**config.mk**
```make
export PLATFORM = sky130hd
export DESIGN_NAME = csidh_limb_carry_norm_flat
export DESIGN_NICKNAME = d
export VERILOG_FILES = /design/src/rtl/csidh_limb_carry_norm_if.sv /design/src/rtl/csidh_limb_carry_norm.sv /design/src/flat_wrapper.sv
export SDC_FILE = /design/constraint.sdc
export NUM_CORES = 1
export LEC_CHECK = 0
export CORE_MARGIN = 8
export CORE_UTILIZATION = 40
export CTS_BUF_LIST = sky130_fd_sc_hd__clkbuf_8
export DETAILED_ROUTE_END_ITERATION = 8
export PLACE_DENSITY_LB_ADDON = 0.25
export SYNTH_ARGS = -nofsm -noshare
export SYNTH_HDL_FRONTEND = slang
export SYNTH_SLANG_ARGS = --single-unit
```
**constraint.sdc**
```tcl
create_clock -name clk -period 6.68 [get_ports clk]
set_input_delay 1.002 -clock clk [delete_from_list [all_inputs] [get_ports clk]]
set_output_delay 1.002 -clock clk [all_outputs]
set_load 0.01 [all_outputs]
```
**src/rtl/csidh_limb_carry_norm_if.sv**
```systemverilog
// Limb stream bundle for the CSIDH carry-normalisation stage: one limb in, one limb out.
interface csidh_limb_carry_norm_if;
    logic        in_valid;
    logic        in_ready;
    logic [63:0] in_limb;
    logic        in_signed;
    logic        out_valid;
    logic        out_ready;
    logic [63:0] out_limb;
    logic        out_last;
    logic        out_ovf;

    // Stage side: consumes unnormalised limbs, produces normalised limbs
    modport slave (
        input  in_valid, in_limb, in_signed, out_ready,
        output in_ready, out_valid, out_limb, out_last, out_ovf
    );

    // Producer/consumer side wrapped around the stage
    modport master (
        output in_valid, in_limb, in_signed, out_ready,
        input  in_ready, out_valid, out_limb, out_last, out_ovf
    );
endinterface

```
**src/rtl/csidh_limb_carry_norm.sv**
```systemverilog
// Streaming carry normaliser: reduces each non-top limb to RADIX bits and folds the
// carry into the next limb, LSB limb first, one limb per cycle with one register stage.
module csidh_limb_carry_norm #(
    parameter int unsigned LIMBS = 9,
    parameter int unsigned RADIX = 57
) (
    input  logic                  clk,
    input  logic                  rst,
    csidh_limb_carry_norm_if.slave bus
);
    localparam int unsigned      IDX_W    = (LIMBS > 2) ? $clog2(LIMBS) : 1;
    localparam logic [IDX_W-1:0] IDX_TOP  = IDX_W'(LIMBS - 1);
    localparam logic [63:0]      LOW_MASK = (64'd1 << RADIX) - 64'd1;

    typedef enum logic {
        S_IDLE = 1'b0,
        S_RUN  = 1'b1
    } state_t;

    state_t           r_state, w_state_nxt;
    logic [IDX_W-1:0] r_idx, w_idx_nxt;
    logic [63:0]      r_c, w_c_nxt;
    logic             r_sgn, w_sgn_nxt;

    logic             r_out_valid;
    logic [63:0]      r_out_limb;
    logic             r_out_last;
    logic             r_out_ovf;

    logic             w_in_xfer;
    logic             w_out_xfer;
    logic             w_first;
    logic             w_top;
    logic             w_sgn;
    logic [63:0]      w_eff_c;
    logic [64:0]      w_sum;
    logic [63:0]      w_s;
    logic [63:0]      w_carry;
    logic [63:0]      w_limb;
    logic             w_ovf;

    assign bus.in_ready  = !r_out_valid || bus.out_ready;
    assign bus.out_valid = r_out_valid;
    assign bus.out_limb  = r_out_limb;
    assign bus.out_last  = r_out_last;
    assign bus.out_ovf   = r_out_ovf;

    assign w_in_xfer  = bus.in_valid && bus.in_ready;
    assign w_out_xfer = r_out_valid && bus.out_ready;

    // Per-limb add, carry extraction and top-limb overflow; limb 0 starts with zero carry
    always_comb begin
        w_first = (r_state == S_IDLE);
        w_top   = (r_state == S_RUN) && (r_idx == IDX_TOP);
        w_sgn   = w_first ? bus.in_signed : r_sgn;
        w_eff_c = w_first ? 64'd0 : r_c;
        w_sum   = {1'b0, bus.in_limb} + {1'b0, w_eff_c};
        w_s     = w_sum[63:0];
        w_carry = '0;
        w_limb  = '0;
        w_ovf   = 1'b0;
        if (w_sgn) begin
            w_carry = 64'($signed(w_s) >>> RADIX);
        end else begin
            w_carry = 64'(w_sum >> RADIX);
        end
        if (w_top) begin
            w_limb = w_s;
            w_ovf  = w_sgn ? ((bus.in_limb[63] == w_eff_c[63]) && (w_s[63] != bus.in_limb[63]))
                           : w_sum[64];
        end else begin
            w_limb = w_s & LOW_MASK;
        end
    end

    // Next-state logic: IDLE takes limb 0 and latches mode, RUN walks to the top limb
    always_comb begin
        w_state_nxt = r_state;
        w_idx_nxt   = r_idx;
        w_c_nxt     = r_c;
        w_sgn_nxt   = r_sgn;
        case (r_state)
            S_IDLE: begin
                if (w_in_xfer) begin
                    w_sgn_nxt   = bus.in_signed;
                    w_c_nxt     = w_carry;
                    w_idx_nxt   = IDX_W'(1);
                    w_state_nxt = S_RUN;
                end
            end
            S_RUN: begin
                if (w_in_xfer) begin
                    if (r_idx == IDX_TOP) begin
                        w_state_nxt = S_IDLE;
                        w_idx_nxt   = '0;
                        w_c_nxt     = '0;
                    end else begin
                        w_idx_nxt = r_idx + IDX_W'(1);
                        w_c_nxt   = w_carry;
                    end
                end
            end
            default: begin
                w_state_nxt = S_IDLE;
            end
        endcase
    end

    // FSM and operand-context registers
    always_ff @(posedge clk or posedge rst) begin
        if (rst) begin
            r_state <= S_IDLE;
            r_idx   <= '0;
            r_c     <= '0;
            r_sgn   <= 1'b0;
        end else begin
            r_state <= w_state_nxt;
            r_idx   <= w_idx_nxt;
            r_c     <= w_c_nxt;
            r_sgn   <= w_sgn_nxt;
        end
    end

    // Output stage: load on input transfer, drain on output-only transfer, else hold
    always_ff @(posedge clk or posedge rst) begin
        if (rst) begin
            r_out_valid <= 1'b0;
            r_out_limb  <= '0;
            r_out_last  <= 1'b0;
            r_out_ovf   <= 1'b0;
        end else if (w_in_xfer) begin
            r_out_valid <= 1'b1;
            r_out_limb  <= w_limb;
            r_out_last  <= w_top;
            r_out_ovf   <= w_ovf;
        end else if (w_out_xfer) begin
            r_out_valid <= 1'b0;
        end
    end
endmodule

```
**src/flat_wrapper.sv**
```systemverilog
// flat-port wrapper written by rule: the top's interface ports become plain ports
module csidh_limb_carry_norm_flat 
#(
    parameter int unsigned LIMBS = 9,
    parameter int unsigned RADIX = 57
)
  (clk, rst, bus_in_valid, bus_in_limb, bus_in_signed, bus_out_ready, bus_in_ready, bus_out_valid, bus_out_limb, bus_out_last, bus_out_ovf);
  csidh_limb_carry_norm_if bus_i ();
  input  logic clk;
  input  logic rst;
  input wire logic [$bits(bus_i.in_valid)-1:0] bus_in_valid;
  input wire logic [$bits(bus_i.in_limb)-1:0] bus_in_limb;
  input wire logic [$bits(bus_i.in_signed)-1:0] bus_in_signed;
  input wire logic [$bits(bus_i.out_ready)-1:0] bus_out_ready;
  output wire logic [$bits(bus_i.in_ready)-1:0] bus_in_ready;
  output wire logic [$bits(bus_i.out_valid)-1:0] bus_out_valid;
  output wire logic [$bits(bus_i.out_limb)-1:0] bus_out_limb;
  output wire logic [$bits(bus_i.out_last)-1:0] bus_out_last;
  output wire logic [$bits(bus_i.out_ovf)-1:0] bus_out_ovf;
  assign bus_i.in_valid = bus_in_valid;
  assign bus_i.in_limb = bus_in_limb;
  assign bus_i.in_signed = bus_in_signed;
  assign bus_i.out_ready = bus_out_ready;
  assign bus_in_ready = bus_i.in_ready;
  assign bus_out_valid = bus_i.out_valid;
  assign bus_out_limb = bus_i.out_limb;
  assign bus_out_last = bus_i.out_last;
  assign bus_out_ovf = bus_i.out_ovf;
  csidh_limb_carry_norm #(.LIMBS(LIMBS), .RADIX(RADIX)) u_core (.clk(clk), .rst(rst), .bus(bus_i));
endmodule
```
Word level (Yosys, flattened, before mapping)
Index checks and enable logic that the tools add are counted.

Shift-type cells: 0. Div/mod/pow operators: 0. Muxes and demuxes: 20. Add/sub/neg operators: 2. Bitwise logic cells: 1. Multiply operators: 0. Equal/unequal tests: 5. Order comparisons: 0. Reductions and logical operators: 9.

Operators by type and width (count): $mux W64 (6); $pmux W64 S2 (1); $add A64 B64 Y65 (1); $mux W4 (3); $mux W1 (8); $pmux W4 S2 (1); $add A4 B1 Y4 const B (1); $eq A4 B4 Y1 const B (1); $logic_and A1 B1 Y1 (4); $reduce_and A2 Y1 (2); $ne A2 B1 Y1 const B (1); $ne A2 B2 Y1 const B (1); $pmux W1 S2 (1); $reduce_bool A2 Y1 (1); $eq A1 B1 Y1 (1); $logic_not A1 Y1 (1); $logic_or A1 B1 Y1 (1); $ne A1 B1 Y1 (1); $not A1 Y1 (1).

Output and inout port bits: 68. Memory bits (read-only): 0. Logic and storage cells: 45. Input port bits: 69. Memories: 0. Bits in latches: 0. Bits in writable memories: 0. Register bits after elaboration: 137.

Longest topological paths before layout
Gate-level depths: netlist (run 1).

Word-level depth: 6. Gate-level depth with buffers: 15. Mapped depth without buffers: 11.

Worst setup path after synthesis (run 1)
Ideal clock, no wire load.

Path kind: register -> register. From: reg u_core.r_state. To: reg u_core.r_c[4]. Setup slack: 2.861 ns. Library setup time: 0.126 ns. Clock period less this slack: 3.819 ns. Buffers on the path: 5. Data required time: 6.554 ns. Data arrival time: 3.692 ns. Cell stages (with the launch flop): 16. Cells stage by stage: dfrtp_1 buf_4 clkbuf_1 clkbuf_1 clkbuf_1 and2_1 ha_1 clkbuf_1 a21oi_1 a21boi_0 o22ai_1 a2111oi_2 nor3_1 nor4_1 or2_1 a221o_1.

Cells in the longest elaborated chain, start to end: 6. Elaborated cells between the ends (all ways): 11. Classes of those cells: add/sub: 1; eq/ne: 2; mux: 6; bitwise: 1; reduce/logical: 1.

Ends and longest elaborated chain: from (decl) (line csidh_limb_carry_norm.sv:20) `state_t r_state, w_state_nxt;`; from (signal assigned) (line csidh_limb_carry_norm.sv:117) `r_state <= w_state_nxt;`; $mux W64 (line csidh_limb_carry_norm.sv:56) `w_eff_c = w_first ? 64'd0 : r_c;`; $add A64 B64 Y65 (line csidh_limb_carry_norm.sv:57) `w_sum = {1'b0, bus.in_limb} + {1'b0, w_eff_c};`; $mux W64 (line csidh_limb_carry_norm.sv:62) `if (w_sgn) begin`; $mux W64 (line csidh_limb_carry_norm.sv:93) `if (r_idx == IDX_TOP) begin`; $mux W64 (line csidh_limb_carry_norm.sv:92) `if (w_in_xfer) begin`; $pmux W64 S2 (line csidh_limb_carry_norm.sv:82) `case (r_state)`; to (signal assigned) (line csidh_limb_carry_norm.sv:119) `r_c <= w_c_nxt;`; to (decl) (line csidh_limb_carry_norm.sv:22) `logic [63:0] r_c, w_c_nxt;`.

Several ways; a longest one is shown, not always the timed one. The select of a mux whose other input is x is not followed. A chain may end at the register's enable or synchronous reset.

Final worst setup path (run 1)
From: in bus_in_limb[7]. To: reg u_core.r_c[4].

Cells in the longest elaborated chain, start to end: 5. Elaborated cells between the ends (all ways): 6. Classes of those cells: add/sub: 1; mux: 5.

Ends and longest elaborated chain: from (decl) (line flat_wrapper.sv:12) `input wire logic [$bits(bus_i.in_limb)-1:0] bus_in_limb;`; $add A64 B64 Y65 (*) (line csidh_limb_carry_norm.sv:57); $mux W64 (*) (line csidh_limb_carry_norm.sv:62); $mux W64 (line csidh_limb_carry_norm.sv:93); $mux W64 (line csidh_limb_carry_norm.sv:92); $pmux W64 S2 (*) (line csidh_limb_carry_norm.sv:82).

Mark *: on every way between the ends. The rest lies on a longest branch, timed or not. The select of a mux whose other input is x is not followed.

==> results of run 1 <==
[sequential cells by signal, indices dropped and copies added (netlist names)]
name and flops:
u_core.bus.out_limb 64, u_core.r_sgn 1, u_core.r_c 9, u_core.bus.out_valid 1, u_core.bus.out_ovf 1, u_core.bus.out_last 1
u_core.r_state 1, u_core.r_idx 4
[logic make-up after synthesis]
family | Yosys count | share of synthesized area (%)
AND/OR/NAND/NOR | 467 | 30.3
AO/OA/AOI/OAI | 284 | 25.7
buffers and inverters | 99 | 5.45
flip-flops | 82 | 25.9
XOR/XNOR | 81 | 8.95
multiplexers | 15 | 1.93
adder cells (fa/ha/maj) | 11 | 1.83
[final timing paths]
check                                                to  slack (ns)  cells past startpoint
worst max-delay path                      u_core.r_c[4]        2.53                     10
worst min-delay path                      u_core.r_c[6]        0.47                      2
worst max register to register            u_core.r_c[4]        2.77                     11
worst min register to register            u_core.r_c[6]        0.47                      2
max in group asynchronous       u_core.bus.out_limb[50]        4.59                      3
min in group asynchronous        u_core.bus.out_limb[5]        1.02                      2
[power breakdown]
| group | total, µW | internal (µW) | switching [µW] |
|---|---|---|---|
| sequential | 793 | 680 | 113 |
| clock | 476 | 253 | 224 |
| combinational | 1750 | 771 | 982 |
| total | 3020 | 1700 | 1320 |
[placed cells by master (no fill, tap or decap), types with 5 or more instances in the layout]
cell type	n
a211oi_1	6
a21boi_0	9
a21o_1	12
a21oi_1	30
a22o_1	8
a22oi_1	9
a31oi_1	20
a32o_1	8
and2_1	21
and3_1	24
and4_1	5
buf_4	10
clkbuf_8	9
clkdlybuf4s50_1	136
dfrtp_1	82
ha_1	10
inv_1	8
mux2i_1	13
nand2_1	145
nand2b_1	5
nand3_1	57
nand4_1	19
nor2_1	81
nor3_1	24
nor4_1	19
o211ai_1	13
o21ai_0	83
o21ai_1	6
or2_2	8
or3_1	13
or4_1	5
xnor2_1	72
xor2_1	9
[metal layers]
metal / routed length, µm / track usage, % / up-vias
met4: 588 / 7.96 / 0
met5: 0 / 0 / -
met2: 12600 / 34.4 / 395
li1: - / - / 3959
met3: 2190 / 3.75 / 44
met1: 12000 / 30.0 / 3959
[worst max-delay path, stage by stage]
cell	delay (ns)
clkdlybuf4s50_1	0.43
ha_1	0.42
a21oi_1	0.41
a31oi_1	0.14
o22ai_1	0.39
a2111oi_2	0.14
nor3_1	0.75
nor4_1	0.18
or2_1	0.28
a221o_1	0.29
[stage by stage]
stage	total power (µW)	hold WS (ns)	utilization (%)
5_1_grt	3230	0.495	49.1
3_5_place_dp	2550	0.459	47.8
3_3_place_gp	2540	0.449	47.8
4_1_cts	3030	0.482	49.1
2_1_floorplan	1890	0.438	-
6_report	3020	0.475	49.1
[area by class of cell]
| class | count | area, µm² | area share [%] |
|---|---|---|---|
| well taps | 265 | 332 | 3.47 |
| repair buffers | 146 | 1440 | 15.0 |
| clock buffers | 9 | 124 | 1.30 |
| clock inverters | 7 | 124 | 1.30 |
| inverters | 9 | 35.0 | 0.367 |
| flip-flops and latches | 82 | 2050 | 21.5 |
| diodes | 1 | 2.50 | 0.0262 |
| multi-input cells | 858 | 5450 | 57.0 |
==> results by group, run 1 <==
Outcome
  • Status: completed

Critical path
  • Crit. Startpoint: bus_in_limb[7]
  • RR Startpoint: u_core.r_state
  • Critical-path maximum fanout: 9
  • Critical Path RT: 6.96 ns
  • Critical path capture point type: flop
  • Startpoint Class: input port
  • Setup CP Type: in -> reg
  • Crit path DAT: ~4.4 ns

Yosys
  • Post-Syn Area: a little under 0.008 mm²
  • Synth warn: 0
  • Post-synthesis sequential area ratio: ~26%
  • Largest cells by area after synthesis: dfrtp_1, xnor2_1, nand2_1
  • Post-synth top cells: nand2_1, o21ai_0, dfrtp_1, nor2_1, xnor2_1
  • Synthesized flop and latch total: 82
  • Post-synth EDFFs: 0
  • Most numerous cell in the Yosys netlist: nand2_1
  • Cell accounting for the most synthesized area: dfrtp_1
  • Yosys top cell area share: about a quarter
  • Post-synthesis area per instance: 7.63 µm²
  • Mapped Nets: ~1,100
  • Synth unique cells: 97
  • Main synth FF type: dfrtp_1
  • Synth Instances: just over 1,000
  • Post-synth ARST share: 100%

Floorplan
  • Core box area: 0.0195 mm²
  • Initial Utilization: 40.7%
  • Height of the chip: about 160 µm
  • Num ports: 137
  • Rows: just over 50
  • Die area: between 0.02 and 0.025 mm²
  • Die Width: 157 µm

Clocking
  • CTS Sinks: 82
  • Clock Pin Slew Worst Setup and Hold Paths: about 0.10 ns
  • Post-cts resize count: 0
  • Root Buffer: clkbuf_8
  • Clock Path Buffers: 2
  • Num CTS Buffers: 9
  • Worst-skew pair later-pin latency: slightly below 0.4 ns
  • Hold Buf Count CTS: 0
  • Post-CTS Setup Bufs: 0
  • H-tree levels: 3
  • CTS tree: done

STA
  • Fin. Hold Viols: 0
  • Fmax: roughly 240 MHz
  • Setup TNS Final: 0 ns
  • RSZ-0062 raised after global routing: no
  • Clock Skew: around 0.013 ns
  • PnR worst setup slack: approximately 2.5 ns
  • Tightest Pin Transition: approximately 0.92 ns
  • Fin crit share: ~62%
  • Min Tclk post-route: about 4.2 ns
  • Slew headroom: 38.7%
  • Final Max Tran Viols: 0
  • Final setup violation count: 0

Placed design
  • Post-DP Area: between 0.009 and 0.01 mm²
  • Hpwl dp: 20,700 µm
  • Post-Place Setup Slack: 2.21 ns
  • # port buffers: 136
  • GP Congestion: around 0.94
  • Dpl cells: 1,360

Cells and area
  • Final cell count without fillers: around 1,400
  • # fillers: between 1,500 and 2,000
  • Syn-to-layout area delta: 20.6%
  • Final nets: 1,186
  • Share of layout cells above drive strength 1: roughly 6.4%
  • Non-Filler Cell Area, Final: ~0.0096 mm²

Global routing
  • Gr ovfl total: 0
  • Largest net degree at the start of global routing: 97
  • First-pass GRT wire length: 43,000 µm
  • Vias in the first global route: just under 8,000
  • GRT Util Overall: 22.0%
  • Antenna violations before repair: 1

Min path
  • Hold wc startpoint: u_core.r_c[6]
  • Worst hold path class: reg -> reg

Route
  • Routed vias/inst: between 6 and 7
  • Routed Antenna Nets: 0
  • DRT Wirelength: ~27,000 µm
  • Initial DRC count: 953
  • Routed len/inst: 19.9 µm
  • 1st-pass router iterations: 6
  • DR DRC count: 0
  • Routed vias: 8,357

Job
  • Max_cap viols: 0

Power and ir drop
  • Cell area power density: ~320 mW/mm²
  • Peak supply drop: approximately 150 µV
  • Cell leakage power: 0.00359 µW
(Power assumes the default switching activity.)
==> run 2: changes to the inputs <==
clock period = 3.89 ns   (was 6.68 ns; I/O delays follow)
==> results by group, run 2 (synthesis results as in run 1) <==
Cells and area
  • Register area: between 0.002 and 0.0025 mm²
  • Share of layout cells above drive strength 1: 11.6%
  • Non-Filler Cell Area, Final: between 0.01 and 0.015 mm²
  • Syn-to-layout area delta: 27.0%
  • Commonest non-fill, non-tap cell in the layout: nand2_1
  • ANT cells: 0
  • Area of the multi-input gates: between 0.005 and 0.006 mm²
  • Largest register FFs: 64
  • Most frequent cells in the layout: nand2_1, clkdlybuf4s50_1, o21ai_0
  • Final nets: between 1,000 and 1,500
  • Final cell count without fillers: 1,441
  • # fillers: between 1,500 and 2,000

Global routing
  • Largest net degree at the start of global routing: about 50
  • First-pass GRT wire length: between 40,000 and 50,000 µm
  • Antenna violations before repair: 0
  • Vias in the first global route: 8,330
  • Gr ovfl total: 0
  • GRT Util Overall: a little under a quarter

Critical path
  • Critical path capture point type: flop
  • Setup CP Type: reg -> reg
  • Startpoint Class: flop
  • Critical Path RT: 4.15 ns
  • Crit path DAT: approximately 3.8 ns
  • Critical-path maximum fanout: 10

Outcome
  • Status: completed

STA
  • Slew headroom: 36.4%
  • Min Tclk post-route: around 3.5 ns
  • Final setup violation count: 0
  • Fin. Hold Viols: 0
  • Fin crit share: between 80% and 90%
  • Fmax: between 200 and 300 MHz
  • PnR worst setup slack: approximately 0.40 ns
  • Setup TNS Final: 0 ns
  • Final Max Tran Viols: 0
  • RSZ-0062 raised after global routing: no
  • Clock Skew: between 0.015 and 0.02 ns
  • Tightest Pin Transition: 0.954 ns

Clocking
  • CTS Sinks: 82
  • Clock Pin Slew Worst Setup and Hold Paths: about 0.1 ns
  • Worst-skew pair later-pin latency: roughly 0.40 ns
  • Num CTS Buffers: 9
  • Hold Buf Count CTS: 0
  • Clock Path Buffers: 2
  • Root Buffer: clkbuf_8
  • H-tree levels: 3
  • CTS tree: done
  • Post-cts resize count: 0
  • Post-CTS Setup Bufs: 0

Placed design
  • GP Congestion: ~0.95
  • Post-DP Area: ~0.0098 mm²
  • Post-Place Setup Slack: between 0.1 and 0.15 ns
  • Dpl cells: roughly 1,400
  • # port buffers: about 140
  • Hpwl dp: between 20,000 and 25,000 µm

Min path
  • Worst hold path class: reg -> reg

Route
  • Initial DRC count: just over 700
  • Routed vias/inst: 5.97
  • DR DRC count: 0
  • Routed vias: about 8,600
  • Routed len/inst: around 20 µm
  • 1st-pass router iterations: 5
  • DRT Wirelength: between 20,000 and 30,000 µm
  • Routed Antenna Nets: 0

Floorplan
  • Rows: 51
  • Num ports: ~140
  • Initial Utilization: 40.7%
  • Die area: roughly 0.025 mm²
  • Die Width: 157 µm
  • Core box area: between 0.015 and 0.02 mm²
  • Height of the chip: 157 µm

Job
  • Max_cap viols: 0

Power and ir drop
  • Cell area power density: ~530 mW/mm²
  • Peak supply drop: 239 µV
  • Cell leakage power: 0.00391 µW
  • Total Power: about 5300 µW
[run 2: cell types whose count changed in the layout (fill, tap and decap cells not counted)]
cell	before	now
buf_12	0	3
buf_4	10	72
bufinv_16	3	2
clkinv_2	2	1
diode_2	1	0
inv_6	1	2
inv_8	1	2
[run 2: where the power goes]
group,switching (µW),internal [µW]
Clock,393,376
Sequential,239,1170
Combinational,1690,1430
[run 2: final cells by class]
class / instances / area share (%)
flip-flops and latches: 82 / 20.4
multi-input cells: 858 / 54.2
inverters: 9 / 0.348
clock inverters: 7 / 1.08
clock buffers: 9 / 1.23
repair buffers: 211 / 19.5
well taps: 265 / 3.29
[run 2: layer usage]
| layer | global-route usage, % | vias to the layer above | routed length, µm | part of all wire (%) |
|---|---|---|---|---|
| met5 | 0 | - | 0 | 0 |
| met4 | 11.0 | 0 | 1070 | 3.7 |
| met3 | 3.42 | 67 | 1990 | 7.0 |
| met2 | 37.0 | 390 | 13100 | 46 |
| met1 | 30.3 | 4078 | 12400 | 43 |
| li1 | - | 4068 | - | - |
[run 2: through the flow]
stage          hold slack, ns  utilization, %
2_1_floorplan           0.438               -
3_3_place_gp            0.450            50.5
3_5_place_dp            0.464            50.5
4_1_cts                 0.490            51.7
5_1_grt                 0.509            51.7
6_report                0.483            51.7
[run 2: worst max-delay path: stages (launching register included)]
cell and delay (ns):
dfrtp_1 0.49, and2_1 0.21, ha_1 0.21, fa_1 0.44
a211oi_1 0.32, o21ai_0 0.22, a41o_1 0.37, a31oi_1 0.26
o31a_1 0.32, o21ai_0 0.18, xnor2_1 0.25, o21ai_0 0.10
[run 2: final timing paths]
path                                            to  depth (start not counted)               startpoint  slack, ns
max in group asynchronous  u_core.bus.out_limb[45]                          3                      rst       2.60
max                        u_core.bus.out_limb[44]                         11           u_core.r_state       0.40
min in group asynchronous   u_core.bus.out_limb[7]                          2                      rst       0.61
min                        u_core.bus.out_limb[19]                          2  u_core.bus.out_limb[19]       0.48
max reg2reg                u_core.bus.out_limb[44]                         11           u_core.r_state       0.40
min reg2reg                u_core.bus.out_limb[19]                          2  u_core.bus.out_limb[19]       0.48
==> run 3: changes to the inputs <==
--- a/config.mk
+++ b/config.mk
@@ -6,6 +6,7 @@
 export NUM_CORES = 1
 export LEC_CHECK = 0
+export CORE_ASPECT_RATIO = 0.5
 export CORE_MARGIN = 8
-export CORE_UTILIZATION = 40
+export CORE_UTILIZATION = 45
 export CTS_BUF_LIST = sky130_fd_sc_hd__clkbuf_8
 export DETAILED_ROUTE_END_ITERATION = 8
==> constraint.sdc (replaced) <==
create_clock -name clk -period 3.89 [get_ports clk]
set_input_delay 0.5835 -clock clk [delete_from_list [all_inputs] [get_ports clk]]
set_output_delay 0.5835 -clock clk [all_outputs]
set_load 0.02 [all_outputs]
==> results by group, run 3 (synthesis results as in run 1) <==
Outcome
  • Status: completed

Clocking
  • CTS Sinks: 82
  • Clock Path Buffers: 2
  • Worst-skew pair later-pin latency: 0.40 ns
  • Post-CTS Setup Bufs: 0
  • Clock Pin Slew Worst Setup and Hold Paths: about 0.10 ns
  • Num CTS Buffers: 9
  • CTS tree: done
  • H-tree levels: 3
  • Hold Buf Count CTS: 0
  • Post-cts resize count: 0
  • Root Buffer: clkbuf_8

Cells and area
  • ANT cells: 0
  • Largest register FFs: between 60 and 70
  • Commonest non-fill, non-tap cell in the layout: nand2_1
  • Non-Filler Cell Area, Final: between 0.01 and 0.015 mm²
  • Most frequent cells in the layout: nand2_1, clkdlybuf4s50_1, o21ai_0
  • Final cell count without fillers: around 1,400
  • Share of layout cells above drive strength 1: between 10% and 20%
  • Final nets: about 1,300
  • Syn-to-layout area delta: 27.2%

Min path
  • Worst hold path class: in -> async

Route
  • 1st-pass router iterations: 7
  • DRT Wirelength: between 30,000 and 40,000 µm
  • Initial DRC count: ~1,000
  • Routed Antenna Nets: 0
  • Routed vias/inst: 6.20
  • Routed vias: between 8,000 and 9,000
  • Routed len/inst: 21.2 µm
  • DR DRC count: 0

Power and ir drop
  • Seq pwr share: ~25%
  • Combinational Power Share: between 60% and 70%
  • Cell leakage power: 0.00394 µW
  • Pint: between 3000 and 4000 µW
  • Switch Pwr: 2580 µW
  • Total Power: roughly 5600 µW
  • Clock power frac: between 10 and 15%
  • Sw Ratio: between 40% and 50%
  • Cell area power density: 560 mW/mm²
  • Peak supply drop: roughly 260 µV

Global routing
  • Antenna violations before repair: 0
  • GRT Util Overall: a little over a quarter
  • Vias in the first global route: approximately 8,300
  • Gr ovfl total: 0
  • First-pass GRT wire length: around 47,000 µm
  • Largest net degree at the start of global routing: 68

Floorplan
  • Rows: 34
  • Die area: 0.0224 mm²
  • Core box area: between 0.015 and 0.02 mm²
  • Initial Utilization: between 40% and 50%
  • Die Width: 204 µm
  • Num ports: ~140
  • Height of the chip: about 110 µm

STA
  • Clock Skew: about 0.034 ns
  • Tightest Pin Transition: 0.980 ns
  • Fin crit share: between 90% and 100%
  • Final setup violation count: 0
  • Fmax: 277 MHz
  • Min Tclk post-route: between 3 and 4 ns
  • Fin. Hold Viols: 0
  • Slew headroom: 34.1%
  • RSZ-0062 raised after global routing: no
  • Final Max Tran Viols: 0

Placed design
  • Post-DP Area: slightly below 0.01 mm²
  • GP Congestion: roughly 1.0
  • Hpwl dp: approximately 24,000 µm
  • Dpl cells: between 1,000 and 1,500
  • # port buffers: 136

Critical path
  • Setup CP Type: reg -> reg
  • Crit path max-delay cell type: nor2_1
  • Critical Path RT: 4.15 ns
  • Reg2reg end: u_core.r_c[0]
  • Cells along the critical path: buf_4 -> nand2_4 -> buf_12 -> buf_12 -> and4_1 -> a21oi_1 -> nor3_1 -> nor2_1 -> a211oi_1 -> o211ai_1 -> nand3_1
  • Crit path DAT: 3.87 ns
  • R2R cell count: 11
  • RR Startpoint: u_core.r_state
  • Worst reg2reg setup slack: around 0.28 ns
  • Worst Setup EP: u_core.r_c[0]
  • CP most frequent cell: buf_12
  • CP Depth: 11
  • CP top delay family: simple AND/OR/NAND/NOR gates
  • Startpoint Class: flop
  • Crit path buf inv count: 3
  • Crit. Startpoint: u_core.r_state
  • Critical path capture point type: flop
  • Crit-path max cell delay: around 0.55 ns
  • Critical-path maximum fanout: 33

Job
  • Max_cap viols: 0
## run 3: cell types whose count changed in the layout (fill, tap and decap cells not counted), sizes merged
cell	change
buf	+6
bufinv	+1
clkinvlp	+1
inv	-3
## run 3: layout make-up
| class | instances | area (µm²) |
|---|---|---|
| Clock buffer | 9 | 124 |
| Clock inverter | 6 | 115 |
| Fill cell | 1650 | 7230 |
| Inverter | 9 | 35.0 |
| Multi-Input combinational cell | 858 | 5460 |
| Sequential cell | 82 | 2050 |
| Tap cell | 234 | 293 |
| Timing Repair Buffer | 217 | 2010 |
## run 3: power groups by stage
| stage | Combinational, µW | Sequential (µW) | Clock (µW) |
|---|---|---|---|
| after floorplan | 1770 | 1670 | 0 |
| after detailed placement | 3410 | 1400 | 0 |
| after CTS | 3420 | 1390 | 820 |
| final | 3450 | 1390 | 804 |
| after global placement | 3370 | 1390 | 0 |
| after global routing | 3710 | 1430 | 840 |
## run 3: worst register-to-register path, cell delays in order, from the launching register on
cell and delay [ns]:
dfrtp_1 0.50, buf_4 0.35, nand2_4 0.19, buf_12 0.23, buf_12 0.17, and4_1 0.24, a21oi_1 0.52, nor3_1 0.20
nor2_1 0.55, a211oi_1 0.27, o211ai_1 0.17, nand3_1 0.11
## run 3: how the worst min path moves through the flow
stage / start / end / slack (ns)
after floorplan: u_core.r_c[6] / u_core.r_c[6] / 0.44
after global placement: u_core.bus.out_limb[19] / u_core.bus.out_limb[19] / 0.46
after detailed placement: u_core.r_c[6] / u_core.r_c[6] / 0.46
after CTS: rst / u_core.bus.out_limb[12] / 0.40
after global routing: rst / u_core.bus.out_limb[5] / 0.41
final: rst / u_core.bus.out_limb[5] / 0.41
## run 3: metal layers
layer	GRT usage, %	vias to the layer above	wire, µm
li1	-	4085	-
met1	37.4	4163	13600
met2	40.0	473	12700
met3	7.03	53	3130
met4	7.57	0	634
met5	0	-	0
## run 3: through the flow
| step | hold slack (ns) | util, % | setup WS, ns | setup TNS [ns] |
|---|---|---|---|---|
| after global routing | 0.414 | 58.2 | 0.125 | 0 |
| after detailed placement | 0.465 | 56.8 | -0.0741 | -0.0741 |
| after CTS | 0.404 | 58.2 | 0.270 | 0 |
| after floorplan | 0.438 | - | 0.0715 | 0 |
| final | 0.414 | 58.2 | 0.279 | 0 |
| after global placement | 0.459 | 56.8 | 0.0172 | 0 |
